## src/rtl/transport_tx_scheduler.sv

```systemverilog
// Transmit scheduler: arbitrates session control words and audio samples
// onto one byte stream, framing each grant as a fixed-size padded packet.
module transport_tx_scheduler #(
    parameter int          PACKET_SIZE  = 16,
    parameter int          MAX_CTRL_RUN = 4,
    parameter logic [7:0]  CTRL_HDR     = 8'h40,
    parameter logic [7:0]  AUDIO_HDR    = 8'h80
) (
    input  logic        clk,
    input  logic        reset,
    input  logic        tx_enable,
    input  logic        ctrl_req,
    input  logic [15:0] ctrl_data,
    output logic        ctrl_ack,
    input  logic [9:0]  audio_level,
    input  logic        audio_valid,
    input  logic [15:0] audio_sample,
    output logic        audio_ready,
    output logic        tx_valid,
    output logic [7:0]  tx_byte,
    input  logic        tx_ready,
    output logic        busy,
    output logic [1:0]  grant
);
    localparam int SAMPLES_PER_PKT = (PACKET_SIZE - 1) / 2;
    localparam int AUDIO_PAD = PACKET_SIZE - 1 - 2 * SAMPLES_PER_PKT;
    localparam int CTRL_PAD = PACKET_SIZE - 3;
    localparam int BW = $clog2(PACKET_SIZE) + 1;
    localparam int SW = $clog2(SAMPLES_PER_PKT + 1);
    localparam int RW = $clog2(MAX_CTRL_RUN + 1);

    typedef enum logic [2:0] {
        IDLE, HDR, C_HI, C_LO, A_LOAD, A_HI, A_LO, PAD
    } stateT;

    stateT          state;
    logic [RW-1:0]  ctrlRun;
    logic [BW-1:0]  byteCnt;
    logic [SW-1:0]  sampleCnt;
    logic [15:0]    ctrlWord;
    logic [15:0]    audioWord;
    logic           audioPend;
    logic           ctrlWins;
    logic           txHs;

    assign audioPend = audio_level >= 10'(SAMPLES_PER_PKT);
    assign ctrlWins = ctrl_req && (ctrlRun < RW'(MAX_CTRL_RUN) || !audioPend);
    assign txHs = tx_valid && tx_ready;

    always_ff @(posedge clk or posedge reset) begin
        if (reset) begin
            state       <= IDLE;
            ctrlRun     <= '0;
            byteCnt     <= '0;
            sampleCnt   <= '0;
            ctrlWord    <= '0;
            audioWord   <= '0;
            ctrl_ack    <= 1'b0;
            audio_ready <= 1'b0;
            tx_valid    <= 1'b0;
            tx_byte     <= '0;
            busy        <= 1'b0;
            grant       <= 2'b00;
        end else begin
            ctrl_ack <= 1'b0;
            unique case (state)
                IDLE: begin
                    if (tx_enable && ctrlWins) begin
                        ctrlWord <= ctrl_data;
                        ctrl_ack <= 1'b1;
                        grant    <= 2'b01;
                        busy     <= 1'b1;
                        tx_valid <= 1'b1;
                        tx_byte  <= CTRL_HDR;
                        state    <= HDR;
                        if (ctrlRun != RW'(MAX_CTRL_RUN))
                            ctrlRun <= ctrlRun + RW'(1);
                    end else if (tx_enable && audioPend) begin
                        ctrlRun   <= '0;
                        sampleCnt <= '0;
                        grant     <= 2'b10;
                        busy      <= 1'b1;
                        tx_valid  <= 1'b1;
                        tx_byte   <= AUDIO_HDR;
                        state     <= HDR;
                    end
                end
                HDR: begin
                    if (txHs && grant == 2'b01) begin
                        tx_byte <= ctrlWord[15:8];
                        state   <= C_HI;
                    end else if (txHs) begin
                        tx_valid    <= 1'b0;
                        audio_ready <= 1'b1;
                        state       <= A_LOAD;
                    end
                end
                C_HI: begin
                    if (txHs) begin
                        tx_byte <= ctrlWord[7:0];
                        state   <= C_LO;
                    end
                end
                C_LO: begin
                    if (txHs && CTRL_PAD == 0) begin
                        tx_valid <= 1'b0;
                        tx_byte  <= '0;
                        busy     <= 1'b0;
                        grant    <= 2'b00;
                        state    <= IDLE;
                    end else if (txHs) begin
                        tx_byte <= '0;
                        byteCnt <= BW'(CTRL_PAD);
                        state   <= PAD;
                    end
                end
                // Stalls here for as long as the audio FIFO runs dry.
                A_LOAD: begin
                    if (audio_valid) begin
                        audioWord   <= audio_sample;
                        audio_ready <= 1'b0;
                        sampleCnt   <= sampleCnt + SW'(1);
                        tx_valid    <= 1'b1;
                        tx_byte     <= audio_sample[15:8];
                        state       <= A_HI;
                    end
                end
                A_HI: begin
                    if (txHs) begin
                        tx_byte <= audioWord[7:0];
                        state   <= A_LO;
                    end
                end
                A_LO: begin
                    if (txHs && sampleCnt < SW'(SAMPLES_PER_PKT)) begin
                        tx_valid    <= 1'b0;
                        audio_ready <= 1'b1;
                        state       <= A_LOAD;
                    end else if (txHs && AUDIO_PAD == 0) begin
                        tx_valid <= 1'b0;
                        tx_byte  <= '0;
                        busy     <= 1'b0;
                        grant    <= 2'b00;
                        state    <= IDLE;
                    end else if (txHs) begin
                        tx_byte <= '0;
                        byteCnt <= BW'(AUDIO_PAD);
                        state   <= PAD;
                    end
                end
                PAD: begin
                    if (txHs && byteCnt == BW'(1)) begin
                        byteCnt  <= '0;
                        tx_valid <= 1'b0;
                        busy     <= 1'b0;
                        grant    <= 2'b00;
                        state    <= IDLE;
                    end else if (txHs) begin
                        byteCnt <= byteCnt - BW'(1);
                    end
                end
                default: state <= IDLE;
            endcase
        end
    end
endmodule
```

## config.mk

```make
export PLATFORM = sky130hd
export DESIGN_NAME = transport_tx_scheduler
export DESIGN_NICKNAME = d
export VERILOG_FILES = /design/src/rtl/transport_tx_scheduler.sv
export SDC_FILE = /design/constraint.sdc
export NUM_CORES = 1
export LEC_CHECK = 0
export ABC_AREA = 1
export CELL_PAD_IN_SITES_DETAIL_PLACEMENT = 0
export CELL_PAD_IN_SITES_GLOBAL_PLACEMENT = 1
export CORE_MARGIN = 1.5
export CORE_UTILIZATION = 33
export DETAILED_ROUTE_END_ITERATION = 12
export HOLD_SLACK_MARGIN = 0.15
export PLACE_DENSITY = 0.8
export SYNTH_ARGS = -nofsm -noshare
export SYNTH_HDL_FRONTEND = slang
export SYNTH_SLANG_ARGS = --single-unit
export TNS_END_PERCENT = 5
```

## constraint.sdc

```tcl
create_clock -name clk -period 1.91 [get_ports clk]
set_clock_uncertainty 0.1 [all_clocks]
set_input_delay 0.4775 -clock clk [delete_from_list [all_inputs] [get_ports clk]]
set_output_delay 0.4775 -clock clk [all_outputs]
set_load 0.02 [all_outputs]
```

==> summary.md <==
| Metric | Value |
|---|---|
| Final core utilization | `roughly 48%` |
| Drt pass-1 iters | `4` |
| Final Hold Fails | `0` |
| Width of the die | `around 96 um` |
| Die H | `95.69 um` |
| Worst path bufs/invs | `1` |
| Vias in the first global route | `between 2000 and 3000` |
| Unique masters post-synth | `30` |
| CP peak stage delay | `slightly above 0.6 ns` |
| DR vias/cell | `about 4.6` |
| Row count | `33` |
| Critical Path, Cell by Cell | `clkdlybuf4s50_1` |
| Critical Path Sink Type | `primary output` |
| Congestion Overflow GR | `0` |
| RSZ-0062 raised after global routing | `false` |
| Tot Pwr | `between 5000 and 6000 uW` |
| Post-synth top area cell | `dfrtp_1` |
| First-pass GRT wire length | `11970 um` |
| Synth Area per Inst | `~7.5 sq um` |
| Post-CTS Hold Fix Bufs | `0` |
| Cell with the most instances after synthesis | `nand2_1` |
| Hold Path Cell Cnt | `2` |
| Leak | `around 0.0021 uW` |
| Final Critical Period | `1.858 ns` |
| Core Region | `~8300 sq um` |
| CTS Buf Count | `5` |
| Fin. max-slew vios | `0` |
| Power per cell area | `roughly 1400 nW/um^2` |
| Critical path's slowest cell | `clkdlybuf4s50_1` |
| Post-synthesis cell count | `378` |
| Yosys reg bits | `52` |
| Peak VDD IR | `~0.53 mV` |
| Worst slew pin tran | `roughly 0.38 ns` |
| Post-synthesis sequential area ratio | `a little under half` |
| Area contributors post-synth | `dfrtp_1 (46%), nand2_1 (21%), inv_1 (5.0%)` |
| DRC viols | `0` |
| CP Launch Type | `flop` |
| Die area | `9157 sq um` |
| Async set or reset register ratio after synthesis | `between 90% and 100%` |
| Hold Crit Class | `flop to flop` |
| GR Util All Layers | `between 10% and 20%` |
| Relative slew margins | `around 75%` |
| Run status | `completed` |
| Top FF cell, synth | `dfrtp_1` |
| Setup Crit Path Kind | `flop to primary output` |
| Drt wl/cell | `12.19 um` |
| Clock transition at the registers of the reported paths | `0.09 ns` |
| CTS Sinks | `52` |
| Yosys top cell area share | `~46%` |
| Critical path data arrival time | `between 1 and 1.5 ns` |
| Antenna diode count | `0` |
| Dpl ws | `-0.3037 ns` |
| Root buffer cell | `clkbuf_8` |
| CTS max path bufs | `2` |
| Synth-to-Final Area Change | `38.61%` |
| PortBufs | `a little over 60` |
| CTS H-Tree Depth | `2` |
| Fmax | `538.2 MHz` |
| R2R cell count | `9` |
| Period utilization | `97.29%` |
| Post-DP HPWL | `around 5500 um` |
| Via count | `roughly 2700` |
| Nets@finish | `approximately 520` |
| Antenna Violating Nets Remaining | `0` |
| Clock Latency Late Sink | `about 0.3 ns` |
| Layout cells sized above 1 | `15.29%` |
| Largest net degree at the start of global routing | `53` |
| Mapped cell area | `between 2000 and 3000 sq um` |
| Final WS setup | `~0.052 ns` |
| Routability cong. | `0.9103` |
| Critical Path Stages | `1` |
| Ports | `62` |
| Initial antenna violation count | `0` |
| Synth Net Count | `431` |
| Post-synth EDFFs | `0` |
| Cell family with most CP delay | `buffers and inverters` |
| Routed wire length | `7021 um` |
| Crit-path max FO | `2` |
| Detailed Route Iter0 Violations | `around 160` |
| Starting Density | `roughly a third` |
| Synth top cells by count | `nand2_1 (158), dfrtp_1 (52), inv_1 (38)` |
| Final setup fails | `0` |
| Max-Cap Viols | `0` |
| Syn. warnings | `0` |
| Worst Path Required | `approximately 1.3 ns` |
| CTS tree | `done` |
==> metrics by stage <==
stage                     hold WS (ns)  setup TNS (ns)  area (sq um)  std cells
after CTS                       0.3862               0          3879        576
after global placement          0.3569          -7.313          3792        568
after global routing            0.4080               0          3930        576
after floorplan                 0.3422               0          2835        378
final                           0.3772               0          3930        576
after detailed placement        0.3613          -8.768          3792        568
==> what timing repair did <==
action                                  4_1_cts  5_1_grt
buffers inserted                              0        0
endpoints found under the setup margin        2       30
resized for setup                             2       17
==> registers in the layout (all words and copies together), names as in the netlist <==
register	count
tx_byte	8
tx_valid	1
grant	2
audioWord	8
ctrl_ack	1
ctrlRun	3
sampleCnt	3
audio_ready	1
ctrlWord	16
busy	1
byteCnt	5
state	3
==> layer usage <==
metal | wire [um] | vias to the layer above | GRT usage, %
li1 | - | 1384 | -
met2 | 3294 | 68 | 27.99
met1 | 3336 | 1208 | 22.74
met5 | 0 | - | 0
met4 | 78 | 0 | 3.554
met3 | 311 | 6 | 3.160
==> power by group <==
part / total [uW] / internal, uW / leakage, uW / switching (uW)
combinational: 2880 / 1200 / 0.00140 / 1670
sequential: 1900 / 1570 / 0.000653 / 329
clock: 630 / 261 / 0.0000414 / 369
total: 5400 / 3030 / 0.00209 / 2370
==> cell type report <==
class | instances | area [sq um]
clock inverter | 2 | 16.27
clock buffer | 6 | 72.57
fill | 844 | 4328
multi-input combinational | 276 | 1359
sequential | 52 | 1301
tap | 105 | 131.4
timing repair buffer | 92 | 888.4
inverter | 43 | 161.4
==> cells in the final DEF (no fill, tap or decap), drive strengths merged, types with 4 or more instances in the layout <==
| cell | synthesis | layout |
|---|---|---|
| inv | 43 | 43 |
| buf | 6 | 31 |
| o21ai | 16 | 16 |
| nand2 | 167 | 167 |
| clkdlybuf4s50 | 0 | 50 |
| clkbuf | 1 | 6 |
| ha | 5 | 5 |
| a21oi | 7 | 7 |
| dlymetal6s2s | 0 | 9 |
| nand3 | 26 | 26 |
| nor2 | 26 | 26 |
| nand4 | 15 | 15 |
| xnor2 | 4 | 4 |
| dfrtp | 52 | 52 |
==> path summary, 6_finish.rpt <==
check / start / end / slack (ns)
hold / removal: audioWord[6]$_DFFE_PP0P_ / audioWord[6]$_DFFE_PP0P_ / 0.38
hold reg to reg: audioWord[6]$_DFFE_PP0P_ / audioWord[6]$_DFFE_PP0P_ / 0.38
setup reg to reg: state[1]$_DFFE_PP0P_ / tx_byte[0]$_DFFE_PP0P_ / 0.14
setup / recovery: tx_byte[2]$_DFFE_PP0P_ / tx_byte[2] / 0.05
max in group asynchronous: reset / tx_byte[5]$_DFFE_PP0P_ / 1.06
min in group asynchronous: reset / sampleCnt[1]$_DFFE_PP0P_ / 0.42
==> cell families (layout without fill, tap and decap cells) <==
| family | count (synthesis) | count (layout) | synth area share [%] |
|---|---|---|---|
| and+or+nand+nor | 238 | 238 | 37.64 |
| DFF | 52 | 52 | 45.90 |
| buffers and inverters | 50 | 143 | 7.193 |
| AOI/OAI and AO/OA | 28 | 28 | 5.516 |
| adders and majority gates | 5 | 5 | 2.207 |
| xor gates and xnor gates | 5 | 5 | 1.545 |
No activity file was read; power rests on OpenSTA's default activity.
